[config.mk]
export PLATFORM = sky130hd
export DESIGN_NAME = fifo_uart_tx
export DESIGN_NICKNAME = d
export VERILOG_FILES = /design/src/rtl/fifo_uart_tx.sv
export SDC_FILE = /design/constraint.sdc
export NUM_CORES = 1
export LEC_CHECK = 0
export BUFFER_PORTS_ARGS = -buffer_cell sky130_fd_sc_hd__buf_2
export CORE_MARGIN = 8
export CORE_UTILIZATION = 55
export CTS_CLUSTER_SIZE = 16
export DETAILED_ROUTE_END_ITERATION = 10
export PLACE_DENSITY = 0.78
export RECOVER_POWER = 100
export SYNTH_ARGS = -nofsm -noshare
export SYNTH_HDL_FRONTEND = slang
export SYNTH_SLANG_ARGS = --single-unit
[constraint.sdc]
create_clock -name clk_i -period 4.8 [get_ports clk_i]
set_input_delay 0 -clock clk_i [delete_from_list [all_inputs] [get_ports clk_i]]
set_output_delay 0 -clock clk_i [all_outputs]
set_load 0.005 [all_outputs]
[src/rtl/fifo_uart_tx.sv]
// UART transmitter that drains a show-ahead FIFO and sends each word as one frame (start, LSB-first data, stop).
// Optional even-parity bit after the data bits when FIFO_UART_TX_PARITY_EN is defined.
module fifo_uart_tx #(
  parameter int unsigned DWIDTH    = 8,
  parameter int unsigned BAUD_DIV  = 434,
  parameter int unsigned STOP_BITS = 1
) (
  input  logic              clk_i,
  input  logic              rst_ni,
  input  logic              enable,
  input  logic              fifo_empty,
  input  logic [DWIDTH-1:0] fifo_data,
  output logic              fifo_pop,
  output logic              tx,
  output logic              busy
);

  localparam int unsigned BAUD_W = 16;
  localparam int unsigned CNT_W  = $clog2(DWIDTH + 1);
  localparam logic [BAUD_W-1:0] BAUD_RELOAD = BAUD_W'(BAUD_DIV - 1);
  localparam logic [CNT_W-1:0]  LAST_DATA   = CNT_W'(DWIDTH - 1);
  localparam logic [CNT_W-1:0]  LAST_STOP   = CNT_W'(STOP_BITS - 1);

  typedef enum logic [2:0] {
    IDLE  = 3'd0,
    START = 3'd1,
    DATA  = 3'd2,
    STOP  = 3'd3
`ifdef FIFO_UART_TX_PARITY_EN
    , PARITY = 3'd4
`endif
  } state_t;

  state_t              state_q, state_d;
  logic [DWIDTH-1:0]   shreg_q, shreg_d;
  logic [BAUD_W-1:0]   baud_q, baud_d;
  logic [CNT_W-1:0]    bit_q, bit_d;
  logic                tx_q, tx_d;
  logic                bit_end;
`ifdef FIFO_UART_TX_PARITY_EN
  logic                par_q;
`endif

  assign bit_end = (baud_q == '0);
  assign tx      = tx_q;

  // State register
  always_ff @(posedge clk_i or negedge rst_ni) begin
    if (!rst_ni) state_q <= IDLE;
    else         state_q <= state_d;
  end

  // Datapath registers; tx is registered from the next-state view so it switches with the state
  always_ff @(posedge clk_i or negedge rst_ni) begin
    if (!rst_ni) begin
      shreg_q <= '0;
      baud_q  <= '0;
      bit_q   <= '0;
      tx_q    <= 1'b1;
    end else begin
      shreg_q <= shreg_d;
      baud_q  <= baud_d;
      bit_q   <= bit_d;
      tx_q    <= tx_d;
    end
  end

`ifdef FIFO_UART_TX_PARITY_EN
  // Parity captured from the popped word, independent of later FIFO head changes
  always_ff @(posedge clk_i or negedge rst_ni) begin
    if (!rst_ni)       par_q <= 1'b0;
    else if (fifo_pop) par_q <= ^fifo_data;
  end
`endif

  // Next-state and datapath update
  always_comb begin
    state_d = state_q;
    shreg_d = shreg_q;
    baud_d  = baud_q;
    bit_d   = bit_q;
    if (state_q != IDLE) begin
      baud_d = bit_end ? BAUD_RELOAD : baud_q - BAUD_W'(1);
    end
    case (state_q)
      IDLE: begin
        if (fifo_pop) begin
          state_d = START;
          shreg_d = fifo_data;
          baud_d  = BAUD_RELOAD;
        end
      end
      START: begin
        if (bit_end) begin
          state_d = DATA;
          bit_d   = '0;
        end
      end
      DATA: begin
        if (bit_end) begin
          shreg_d = shreg_q >> 1;
          if (bit_q == LAST_DATA) begin
`ifdef FIFO_UART_TX_PARITY_EN
            state_d = PARITY;
`else
            state_d = STOP;
`endif
            bit_d   = '0;
          end else begin
            bit_d = bit_q + CNT_W'(1);
          end
        end
      end
`ifdef FIFO_UART_TX_PARITY_EN
      PARITY: begin
        if (bit_end) begin
          state_d = STOP;
          bit_d   = '0;
        end
      end
`endif
      STOP: begin
        if (bit_end) begin
          if (bit_q == LAST_STOP) begin
            state_d = IDLE;
            bit_d   = '0;
          end else begin
            bit_d = bit_q + CNT_W'(1);
          end
        end
      end
      default: state_d = IDLE;
    endcase
  end

  // Outputs: pop strobe and busy decode, plus the next line level
  always_comb begin
    fifo_pop = rst_ni && (state_q == IDLE) && enable && !fifo_empty;
    busy     = (state_q != IDLE);
    tx_d     = 1'b1;
    case (state_d)
      START:   tx_d = 1'b0;
      DATA:    tx_d = shreg_d[0];
`ifdef FIFO_UART_TX_PARITY_EN
      PARITY:  tx_d = par_q;
`endif
      default: tx_d = 1'b1;
    endcase
  end

endmodule

== Yosys cells after proc, flatten, opt, wreduce, memory -nomap -nowiden ==
Cells that the tools add are included.

* Reduce and logical (&&, ||, !) cells: 12
* Equality and inequality tests: 10
* $add $sub $neg: 2
* Muxes and demuxes: 21

{| class="wikitable"
|+ Operators by type and width
! operator !! number
|-
| $mux W16 || 4
|-
| $mux W4 || 5
|-
| $mux W3 || 6
|-
| $logic_not A16 Y1 || 1
|-
| $mux W8 || 2
|-
| $pmux W8 S2 || 1
|-
| $sub A16 B1 Y16 const B || 1
|-
| $pmux W3 S4 || 1
|-
| $pmux W4 S3 || 1
|-
| $eq A3 B2 Y1 const B || 3
|-
| $ne A2 B2 Y1 const B || 4
|-
| $eq A3 B1 Y1 const B || 2
|-
| $reduce_bool A3 Y1 || 2
|-
| $add A4 B1 Y4 const B || 1
|-
| $eq A4 B3 Y1 const B || 1
|-
| $logic_not A4 Y1 || 1
|-
| $reduce_and A4 Y1 || 1
|-
| $logic_and A1 B1 Y1 || 3
|-
| $logic_not A3 Y1 || 1
|-
| $reduce_and A3 Y1 || 1
|-
| $pmux W1 S2 || 1
|-
| $reduce_bool A2 Y1 || 1
|-
| $logic_not A1 Y1 || 1
|}

* Logic and storage cells: 51
* Flip-flop bits (word level): 32
* Output and inout bits: 3
* Bits of input ports: 12

== Logic depth before layout (Yosys ltp) ==
Gate-level depths: netlist (run 1).

* Word-level depth: 8
* Mapped depth: 8
* Depth with buffers taken out: 7

== Worst setup path before layout (run 1) ==
OpenSTA, ideal clock, no wires.

* Path type: register -> register
* From: register baud_q[0]
* To: register bit_q[3]
* Required time: 4.674 ns
* Cell stages (with the launch flop): 8
* Library setup time: 0.126 ns
* Arrival time: 1.655 ns
* Clock period less this slack: 1.781 ns
* Path slack: 3.019 ns
* Cell sequence: dfrtp_1 > inv_1 > ha_1 > nor3b_2 > nand4_2 > or3_1 > o21ai_1 > o31ai_1

* Cells in the longest elaborated chain, start to end: 3
* Elaborated cells on any way between the ends: 5
* Classes of those cells: eq/ne (3); reduce/logical (2)

{| class="wikitable"
|+ Ends and longest elaborated chain
! element !! RTL line !! RTL
|-
| start, declared || 36 || <nowiki>logic [BAUD_W-1:0] baud_q, baud_d;</nowiki>
|-
| start signal, assigned || 62 || <nowiki>baud_q <= baud_d;</nowiki>
|-
| $logic_not A16 Y1 (*) || 44 || <nowiki>assign bit_end = (baud_q == '0);</nowiki>
|-
| $ne A2 B2 Y1 (no line) || -- ||
|-
| $reduce_and A4 Y1 (no line) (*) || -- ||
|-
| end signal, assigned || 63 || <nowiki>bit_q <= bit_d;</nowiki>
|-
| end, declared || 37 || <nowiki>logic [CNT_W-1:0] bit_q, bit_d;</nowiki>
|}

Every way passes the cells marked *; elsewhere a longest branch is shown, timed or not.
A chain may end at the register's enable or synchronous reset.

== Worst setup path after layout (run 1) ==
* From: input port rst_ni
* To: register tx_q, in the netlist tx

* Cells in the longest elaborated chain, start to end: 7
* Elaborated cells on any way between the ends: 10
* Classes of those cells: eq/ne (2); mux (5); reduce/logical (3)

{| class="wikitable"
|+ Ends and longest elaborated chain
! element !! RTL line !! RTL
|-
| start, declared || 9 || <nowiki>input logic rst_ni,</nowiki>
|-
| $logic_and A1 B1 Y1 (*) (3 in a row) || 138 || <nowiki>fifo_pop = rst_ni && (state_q == IDLE) && enable && !fifo_empty;</nowiki>
|-
| $mux W3 || 87 || <nowiki>if (fifo_pop) begin</nowiki>
|-
| $pmux W3 S4 || 85 || <nowiki>case (state_q)</nowiki>
|-
| $eq A3 B2 Y1 / $eq A3 B1 Y1 (equally long branches) || 141 || <nowiki>case (state_d)</nowiki>
|-
| $pmux W1 S2 (*) || 141 ||
|-
| named net tx_d || 38 || <nowiki>logic tx_q, tx_d;</nowiki>
|-
| end signal, assigned || 64 || <nowiki>tx_q <= tx_d;</nowiki>
|-
| end, declared || 38 ||
|}

Mark *: on every way through the listed nets, which the timed path passes. The rest lies on a longest branch. The select of a mux whose other input is x is not followed.

==> results of run 1 <==
flip-flops by register name (all words and copies together) (netlist names):
register	cells
baud_q	16
bit_q	4
shreg_q	8
state_q	3
tx	1
power breakdown:
group	internal, mW	switching, mW
Clock	0.0723	0.0919
Combinational	0.0497	0.0581
Sequential	0.306	0.0385
cell families (layout without fill, tap and decap cells):
logic type,count (synthesis),after routing
other,1,1
flip-flops,32,32
AND/OR/NAND/NOR,85,85
XOR/XNOR,8,8
AO/OA/AOI/OAI,40,40
buffers and inverters,12,41
adder cells (fa/ha/maj),3,3
path summary, 6_finish.rpt:
kind                                     endpoint  slack [ns]  cells after the start
hold reg to reg            shreg_q[3]$_DFFE_PN0P_        0.49                      2
max in group asynchronous     baud_q[6]$_DFF_PN0_        3.18                      2
setup / recovery                     tx$_DFF_PN1_        1.78                      8
hold / removal               baud_q[14]$_DFF_PN0_        0.22                      4
min in group asynchronous  shreg_q[2]$_DFFE_PN0P_        0.64                      2
setup reg to reg                     tx$_DFF_PN1_        2.16                      7
final cells by class:
class                   count  area (µm²)  share of cell area [%]
multi-input cells         137         851                    43.3
flip-flops and latches     32         802                    40.8
repair buffers             23         158                    8.02
clock buffers               8        58.8                    2.99
well taps                  44        55.1                    2.80
inverters                  10        41.3                    2.10
layer usage:
metal	vias to the layer above	track usage, %	wire, µm
met4	0	8.62	82
li1	707	-	-
met1	703	17.8	1490
met5	-	0	0
met3	10	5.51	186
met2	38	28.8	2060
tightest hold or removal path, cell delays in order:
cell      delay (ns)
buf_2           0.07
nand3b_1        0.10
nand2_1         0.24
a21oi_1         0.11
cell usage after synthesis, drive strengths merged, types with 2 or more instances:
master	count	area (µm²)
nor2	7	28.8
nor4	4	52.6
o21ai	14	73.8
nand4b	2	17.5
xor2	5	43.8
a211oi	3	22.5
ha	3	37.5
xnor2	3	26.3
nor3	10	77.6
a21oi	7	38.8
nand3	6	30.0
buf	2	20.0
a22oi	6	45.0
or3	3	18.8
nor2b	3	18.8
inv	9	36.3
nand3b	2	15.0
and2	2	16.3
dfrtp	31	776
nand2	36	135
o22ai	2	12.5
nor3b	3	27.5
stage by stage:
step | instances | area, µm² | hold slack, ns | power, mW | util [%]
floorplan | 181 | 1740 | -0.296 | 0.422 | -
global placement | 237 | 1850 | 0.0776 | 0.447 | 61.1
detailed placement | 237 | 1850 | 0.0848 | 0.457 | 61.1
CTS | 254 | 2000 | 0.219 | 0.623 | 66.0
global route | 254 | 1970 | 0.299 | 0.651 | 64.9
finish | 254 | 1970 | 0.217 | 0.617 | 64.9
==> metrics.md, run 1 <==
| Metric | Value |
|---|---|
| Routed WL per cell | 15.0 µm |
| Final #Nets | 224 |
| Syn-to-layout area delta | 12.7% |
| Iter 0 DRT Violations | 97 |
| Largest net degree at the start of global routing | 34 |
| Most used DFF post-synth | dfrtp_1 |
| GP Congestion | 0.865 |
| Hold buffers post-CTS | 9 |
| Antenna fix cells | 0 |
| Root buffer cell | clkbuf_4 |
| Slew Limit Headroom | -11.8% |
| Hold WC Path Type | primary input to flop |
| Die Footprint | 5230 µm² |
| CTS H-tree lvls | 2 |
| Syn nets | 196 |
| Initial antenna violation count | 0 |
| Rows | 20 |
| Avg Inst Size Synth | 9.64 µm² |
| MaxCap Viol Count | 1 |
| WS Path Type | primary input to flop |
| # fillers | 257 |
| Endpoints failing setup | 0 |
| Post-synthesis mux area share | 0% |
| Req. time, crit path | 5.05 ns |
| Grt ovf | 0 |
| Worst vdd ir | between 0.2 and 0.25 mV |
| Layout cell share with drive strength beyond 1 | 15.7% |
| Worst-Margin Slew | 1.68 ns |
| Synth async-reset ratio | 100% |
| CTS sink cnt | 32 |
| Initial Util | 57.6% |
| CTS max path bufs | 2 |
| Clock skew | 0.00943 ns |
| Critical hold path startpoint | enable |
| XOR/XNOR Fraction of Synth Area | roughly 4% |
| CP peak stage delay | between 1 and 1.5 ns |
| RSZ-0062 raised after global routing | no |
| Dpl hpwl | roughly 2700 µm |
| DR vias | 1458 |
| Clock transition at path regs | 0.10 ns |
| Core Footprint | 3030 µm² |
| First-pass GRT wire length | 6800 µm |
| Seq/Total Area, Yosys | 46.0% |
| Synth warnings | 0 |
| Post-synth EDFFs | 0 |
| Total CTS buffers | 5 |
| Maximum clock rate | 331 MHz |
| Flop and latch count out of synthesis | 32 |
| Routed vias/inst | 5.74 |
| Worst setup SP type | primary input |
| Port Buffers | 14 |
| Leakage | roughly 0.85 nW |
| Compound-cell area share of the yosys netlist | roughly 15% |
| Critical Path Source | rst_ni |
| Most frequent cells in the layout | nand2_1, dfrtp_1, o21ai_0 |
| Antenna-violating nets left | 0 |
| Result of the run | finished, violations left |
| Simple-gate area share of the yosys netlist | slightly below 30% |
| Max-slew violation count | 34 |
| Die height | around 72 µm |
| First drt pass iteration count | 4 |
| Crit end category | flop |
| Final period utilization | between 60% and 70% |
| Bufs and invs on worst path | 3 |
| DRT Wirelength | 3810 µm |
| GRT Overall Usage | between 15 and 20% |
| Worst path top cell family by delay | buffers and inverters |
| Failing checks | capacitance limit, slew limit |
| Vias in the first global route | 1492 |
| Die W | about 72 µm |
| Clock Latency Late Sink | between 0.3 and 0.4 ns |
| Critical path's slowest cell | clkbuf_1 |
| CTS tree | done |
| Largest family of logic cells by synthesized area | simple AND/OR/NAND/NOR gates |
| Syn Std Cell Area | 1740 µm² |
| FF-to-FF Start | state_q[0]$_DFF_PN0_ |
| Final min period | a little over 3 ns |
| # IOs | 15 |
| Unique masters post-synth | 52 |
| CP Data Arrival Time | ~3.3 ns |
| CTS resizes | 0 |
| Cells after synthesis | 181 |
| Crit Path Max Fanout | 33 |
| Pre-CTS WS | between 2 and 3 ns |
| Final Worst Setup Slack | 1.78 ns |
| Adder-Cell Fraction of Synth Area | 2.15% |
| Hold Violations, Final | 0 |
| PD cells | 314 nW/µm² |
| Setup TNS | 0 ns |
| Post-CTS Setup Inserts | 0 |
| CP Cell Sequence | dlygate4sd3_1 > clkbuf_1 > nand3b_1 > or2_0 > clkinvlp_2 > a21oi_2 > a221oi_2 > a31oi_1 |
| Most common cell after layout, fill and taps aside | nand2_1 |
| Drt drc | 0 |
No activity file was read; power rests on OpenSTA's default activity.
==> run 2, diff against run 1 <==
clock period = 3 ns   (was 4.8 ns; I/O delays follow)
==> run 2 against run 1 <==
The flow still finishes with violations (capacitance limit, slew limit). Die area unchanged. Via count increased by 0.48%. Largest power group unchanged. Flip-flop and latch count unchanged. Routed wire length increased by 1.2%. Worst hold slack got worse by 0.013 ns.
==> metrics.md, run 2 (synthesized netlist as in run 1, its figures left out) <==
| Metric | Value |
|---|---|
| Most frequent cells in the layout | nand2_1, dfrtp_1, o21ai_0, buf_2, dlygate4sd3_1 |
| Hold WC Path Type | primary input to flop |
| PD cells | 501 nW/µm² (+60%) |
| Syn-to-layout area delta | 13.4% |
| Met1 usage | 18.8% (+1.0 points) |
| Crit end category | flop |
| DR vias | 1465 (+0.48%) |
| Worst setup SP type | flop |
| Worst-Margin Slew | 1.66 ns (-0.0172 ns) |
| CTS tree | done |
| Initial antenna violation count | 0 (unchanged) |
| Maximum clock rate | 396 MHz |
| Initial Util | 57.6% (unchanged) |
| Total CTS buffers | 5 (unchanged) |
| Vias in the first global route | 1531 (+2.6%) |
| GRT Overall Usage | 17.0% (+0.27 points) |
| Hold buffers post-CTS | 9 (unchanged) |
| Busiest grt layer | met2 |
| Rows | 20 (unchanged) |
| Worst vdd ir | 0.386 mV (+83%) |
| Final #Nets | 225 (+0.45%) |
| M3 GR Usage | 3.72% (-1.8 points) |
| Die Footprint | 5230 µm² (unchanged) |
| Critical path's slowest cell | nor3_1 |
| CP Data Arrival Time | 2.79 ns (-0.48 ns) |
| Antenna fix cells | 0 (unchanged) |
| Result of the run | finished, violations left |
| Leakage | 0.880 nW (+2.9%) |
| Req. time, crit path | 3.26 ns (-1.79 ns) |
| Setup TNS | 0 ns (unchanged) |
| Final min period | roughly 2.5 ns |
| Drt drc | 0 (unchanged) |
| GP Congestion | 0.869 (+0.52%) |
| CP Cell Sequence | nor3_1 > inv_4 > or2_4 > clkinv_2 > a21oi_2 > a221oi_1 > a31oi_1 |
| RSZ-0062 raised after global routing | no |
| Clock transition at path regs | 0.10 ns (about the same) |
| Failing checks | capacitance limit, slew limit |
| Hold Violations, Final | 0 (unchanged) |
| Routed WL per cell | 15.1 µm (+0.76%) |
| WHS | 0.204 ns (-0.0134 ns) |
| WS Path Type | flop to flop |
| Largest regs | baud_q x16, shreg_q x8, bit_q x4 |
| CTS H-tree lvls | 2 (unchanged) |
| MaxCap Viol Count | 1 (unchanged) |
| Largest reg by FF count | baud_q |
| Layout cell share with drive strength beyond 1 | 17.5% (+1.8 points) |
| Routed vias/inst | 5.75 (about the same) |
| CTS sink cnt | 32 (unchanged) |
| Port Buffers | 14 (unchanged) |
| Largest net degree at the start of global routing | 33 (-2.9%) |
| Register-to-register setup slack | 0.47 ns (-1.69 ns) |
| Die W | 72.3 µm (unchanged) |
| Final period utilization | 84.3% |
| Slew Limit Headroom | -10.6% (+1.1 points) |
| Dpl hpwl | 2780 µm (+3.4%) |
| First drt pass iteration count | 4 (unchanged) |
| Iter 0 DRT Violations | 74 (-24%) |
| Antenna-violating nets left | 0 (unchanged) |
| DRT Wirelength | 3850 µm (+1.2%) |
| # IOs | 15 (unchanged) |
| Clock skew | 0.00785 ns (-0.00158 ns) |
| Largest register FFs | 16 (unchanged) |
| CTS max path bufs | 2 (unchanged) |
| # fillers | 249 (-3.1%) |
| Max-slew violation count | 33 (-2.9%) |
| Endpoints failing setup | 0 (unchanged) |
| Root buffer cell | clkbuf_4 |
| Met2 capacity usage during global routing | 29.1% (+0.30 points) |
| CP peak stage delay | 0.80 ns (-0.41 ns) |
| Core Footprint | 3030 µm² (unchanged) |
| Die height | 72.3 µm (unchanged) |
| CTS resizes | 0 (unchanged) |
| Grt ovf | 0 (unchanged) |
| Clock Latency Late Sink | 0.35 ns (+0.02 ns) |
| Crit Path Max Fanout | 11 (-67%) |
| First-pass GRT wire length | 6890 µm (+1.3%) |
| Post-CTS Setup Inserts | 0 (unchanged) |
| Most common cell after layout, fill and taps aside | nand2_1 |
[run 2: layout make-up]
class,instances,area (µm²),share of cell area [%]
multi-input combinational,137,858,43.4
sequential,32,802,40.5
timing repair buffer,24,163,8.22
clock buffer,8,58.8,2.97
tap,44,55.1,2.78
inverter,10,41.3,2.09
[run 2: stage by stage]
stage	util [%]	worst slack [ns]	cells	cell area (µm²)	total power, mW
finish	65.3	0.472	255	1980	0.992
global route	65.3	0.319	255	1980	1.05
CTS	66.2	0.842	255	2010	1.01
detailed placement	61.3	0.863	238	1860	0.737
global placement	61.3	1.02	238	1860	0.716
floorplan	-	1.22	181	1740	0.675
[run 2: final timing paths]
check                                            start                endpoint  cells past startpoint
worst max-delay path              state_q[1]$_DFF_PN0_            tx$_DFF_PN1_                      7
max in group asynchronous                       rst_ni    baud_q[13]$_DFF_PN0_                      3
worst min-delay path                            enable     baud_q[6]$_DFF_PN0_                      4
worst min register to register  shreg_q[3]$_DFFE_PN0P_  shreg_q[3]$_DFFE_PN0P_                      2
worst max register to register    state_q[1]$_DFF_PN0_            tx$_DFF_PN1_                      7
min in group asynchronous                       rst_ni    bit_q[3]$_DFFE_PN0P_                      3
[run 2: routing by layer]
metal,vias up,routed length (µm)
li1,699,-
met1,715,1500
met2,40,2050
met3,11,192
met4,0,112
met5,-,0
[run 2: worst max-delay path: cells and delay by family, from the launching register on]
| kind | cells | cell delay, ns |
|---|---|---|
| AOI/OAI and AO/OA | 3 | 0.66 |
| buffers and inverters | 2 | 0.22 |
| DFF | 1 | 0.46 |
| and+or+nand+nor | 2 | 1.10 |
[run 2: power breakdown]
group	total (mW)	switching, mW	leakage, nW	internal (mW)
Sequential	0.552	0.0621	0.404	0.490
Combinational	0.177	0.0969	0.443	0.0805
Clock	0.262	0.147	0.0326	0.115
Total	0.992	0.306	0.880	0.686
==> run 3, diff against run 2 <==
CORE_UTILIZATION = 53   (was 55)
PLACE_DENSITY = 0.79   (was 0.78)
clock period = 2.2 ns   (was 3 ns; I/O delays follow)
==> run 3 against run 2 <==
Combinational power increased by 42%. The flow still finishes with violations (capacitance limit, slew limit). Final cell count increased by 1.6%. Critical path depth unchanged. Die area increased by 2.9%. First-iteration DRC count decreased by 4.1%. Largest cell class unchanged. Flip-flop and latch count unchanged. Clock skew increased by 0.0023 ns.
==> metrics.md, run 3 (synthesized netlist as in run 1, its figures left out) <==
| Metric | Value |
|---|---|
| Vias in the first global route | 1462 (-4.5%) |
| Endpoints failing setup | 0 (unchanged) |
| Final min period | 2.05 ns (-0.483 ns) |
| Max-slew violation count | 33 (unchanged) |
| Worst r2r path cells | 7 (unchanged) |
| Routed WL per cell | 14.8 µm (-2.3%) |
| Rows | 21 (+5.0%) |
| RR Endpoint | tx$_DFF_PN1_ |
| Largest net degree at the start of global routing | 33 (unchanged) |
| Slew Limit Headroom | -12.6% (-2.0 points) |
| Post-CTS Setup Inserts | 0 (unchanged) |
| Grt ovf | 0 (unchanged) |
| CP Cell Sequence | inv_1 > ha_1 > nor3b_2 > and4_1 > a21oi_2 > a221oi_2 > a31oi_1 |
| Initial antenna violation count | 0 (unchanged) |
| Req. time, crit path | 2.45 ns (-0.81 ns) |
| Maximum clock rate | 489 MHz (+24%) |
| Routed vias/inst | 5.65 (-1.6%) |
| Most frequent cells in the layout | nand2_1, dfrtp_1, buf_2 |
| Final #Nets | 227 (+0.89%) |
| Die W | 73.4 µm (+1.5%) |
| Worst-Margin Slew | 1.69 ns (+0.0301 ns) |
| Critical path's slowest cell | dfrtp_1 |
| Design Power | 1.37 mW (+38%) |
| # IOs | 15 (unchanged) |
| Layout cell share with drive strength beyond 1 | 20.2% (+2.7 points) |
| Result of the run | finished, violations left |
| Worst vdd ir | 0.407 mV (+5.3%) |
| Antenna-violating nets left | 0 (unchanged) |
| DRT Wirelength | 3830 µm (-0.75%) |
| Busiest grt layer | met2 |
| CTS sink cnt | 32 (unchanged) |
| GRT Overall Usage | 15.5% (-1.5 points) |
| Final period utilization | 93.0% (+8.7 points) |
| CTS H-tree lvls | 2 (unchanged) |
| Hold Violations, Final | 0 (unchanged) |
| Crit end category | flop |
| Antenna fix cells | 0 (unchanged) |
| Hold WC Path Type | primary input to flop |
| Root buffer cell | clkbuf_4 |
| Die Footprint | 5380 µm² (+2.9%) |
| Largest register FFs | 16 (unchanged) |
| CTS tree | done |
| Bufs and invs on worst path | 1 (-1) |
| Register-to-register setup slack | 0.15 ns (-0.32 ns) |
| Crit Path Max Fanout | 7 (-4) |
| Initial Util | 53.5% (-4.1 points) |
| GP Congestion | 0.902 (+3.8%) |
| Worst path top cell family by delay | simple AND/OR/NAND/NOR gates |
| Pre-CTS WS | 0.189 ns (-0.673 ns) |
| M3 GR Usage | 4.09% (+0.37 points) |
| WHS | 0.240 ns (+0.0365 ns) |
| Hold EP | baud_q[13]$_DFF_PN0_ |
| Largest regs | baud_q x16, shreg_q x8, bit_q x4 |
| Port Buffers | 14 (unchanged) |
| CTS max path bufs | 2 (unchanged) |
| Syn-to-layout area delta | 15.7% |
| Met1 usage | 18.6% (-0.22 points) |
| Dpl hpwl | 2780 µm (-0.34%) |
| Critical hold path startpoint | enable |
| Core Footprint | 3260 µm² (+7.6%) |
| Failing checks | capacitance limit, slew limit |
| First drt pass iteration count | 4 (unchanged) |
| Leakage | 0.887 nW (+0.88%) |
| CP Data Arrival Time | 2.29 ns (-0.50 ns) |
| Worst setup SP type | flop |
| Final Worst Setup Slack | 0.155 ns (-0.317 ns) |
| Met2 capacity usage during global routing | 24.1% (-5.0 points) |
| Clock skew | 0.0102 ns (+0.00232 ns) |
| Iter 0 DRT Violations | 71 (-4.1%) |
| Final core utilization | 61.9% (-3.4 points) |
| Hold depth | 5 (+1) |
| Die height | 73.4 µm (+1.5%) |
| PD cells | 677 nW/µm² (+35%) |
| CP peak stage delay | 0.43 ns (-0.37 ns) |
| MaxCap Viol Count | 1 (unchanged) |
| Drt drc | 0 (unchanged) |
| WS Path Type | flop to flop |
| Clock transition at path regs | 0.10 ns (about the same) |
| Largest reg by FF count | baud_q |
| Most common cell after layout, fill and taps aside | nand2_1 |
| Clock Latency Late Sink | 0.34 ns (about the same) |
| FF-to-FF Start | baud_q[0]$_DFF_PN0_ |
| Total CTS buffers | 5 (unchanged) |
| DR vias | 1464 (-0.068%) |
| First-pass GRT wire length | 6560 µm (-4.8%) |
[run 3: changes by cell type in the layout (fill, tap and decap cells not counted), sizes merged]
cell    previous run  this run
buf               13        15
clkbuf            10         8
clkinv             1         3
[run 3: per-stage QoR]
step | instance area (µm²) | cells | setup TNS (ns)
3_3_place_gp | 1870 | 242 | 0
5_1_grt | 2020 | 259 | -0.0424
2_1_floorplan | 1740 | 181 | 0
6_report | 2020 | 259 | 0
4_1_cts | 2030 | 259 | 0
3_5_place_dp | 1870 | 242 | 0
[run 3: how the worst max path moves through the flow]
stage                        startpoint                   end  slack [ns]  depth (start not counted)
floorplan           baud_q[0]$_DFF_PN0_  bit_q[3]$_DFFE_PN0P_        0.42                          7
global placement    baud_q[0]$_DFF_PN0_  baud_q[10]$_DFF_PN0_        0.29                          7
global route        baud_q[0]$_DFF_PN0_          tx$_DFF_PN1_       -0.02                          7
finish              baud_q[0]$_DFF_PN0_          tx$_DFF_PN1_        0.15                          7
CTS                 baud_q[0]$_DFF_PN0_  bit_q[3]$_DFFE_PN0P_        0.18                          7
detailed placement  baud_q[0]$_DFF_PN0_  bit_q[3]$_DFFE_PN0P_        0.19                          7
[run 3: where the power goes]
group / switching, mW / internal (mW)
Sequential: 0.0897 / 0.668
Clock: 0.205 / 0.152
Combinational: 0.134 / 0.117
Total: 0.429 / 0.937
[run 3: tightest hold or removal path: cells and delay by family]
kind | cells | cell delay, ns
and+or+nand+nor | 3 | 0.39
buffers and inverters | 1 | 0.11
AOI/OAI and AO/OA | 1 | 0.05
[run 3: layout make-up]
| class | instances | area (µm²) |
|---|---|---|
| fillers | 300 | 1240 |
| multi-input cells | 137 | 878 |
| flip-flops and latches | 32 | 802 |
| repair buffers | 26 | 178 |
| well taps | 46 | 57.6 |
| clock buffers | 6 | 51.3 |
| inverters | 10 | 41.3 |
| clock inverters | 2 | 10.0 |
[run 3: layer usage]
| layer | part of all wire (%) | vias up |
|---|---|---|
| met5 | 0 | - |
| met4 | 3.0 | 0 |
| met3 | 5.6 | 15 |
| met2 | 47 | 37 |
| met1 | 45 | 704 |
| li1 | - | 708 |
[run 3: what timing repair did]
| item | 4_1_cts | 5_1_grt |
|---|---|---|
| endpoints found under the hold margin | 39 | 0 |
| gates resized for setup | 0 | 2 |
| hold buffers | 9 | 0 |
| endpoints found under the setup margin | 0 | 3 |
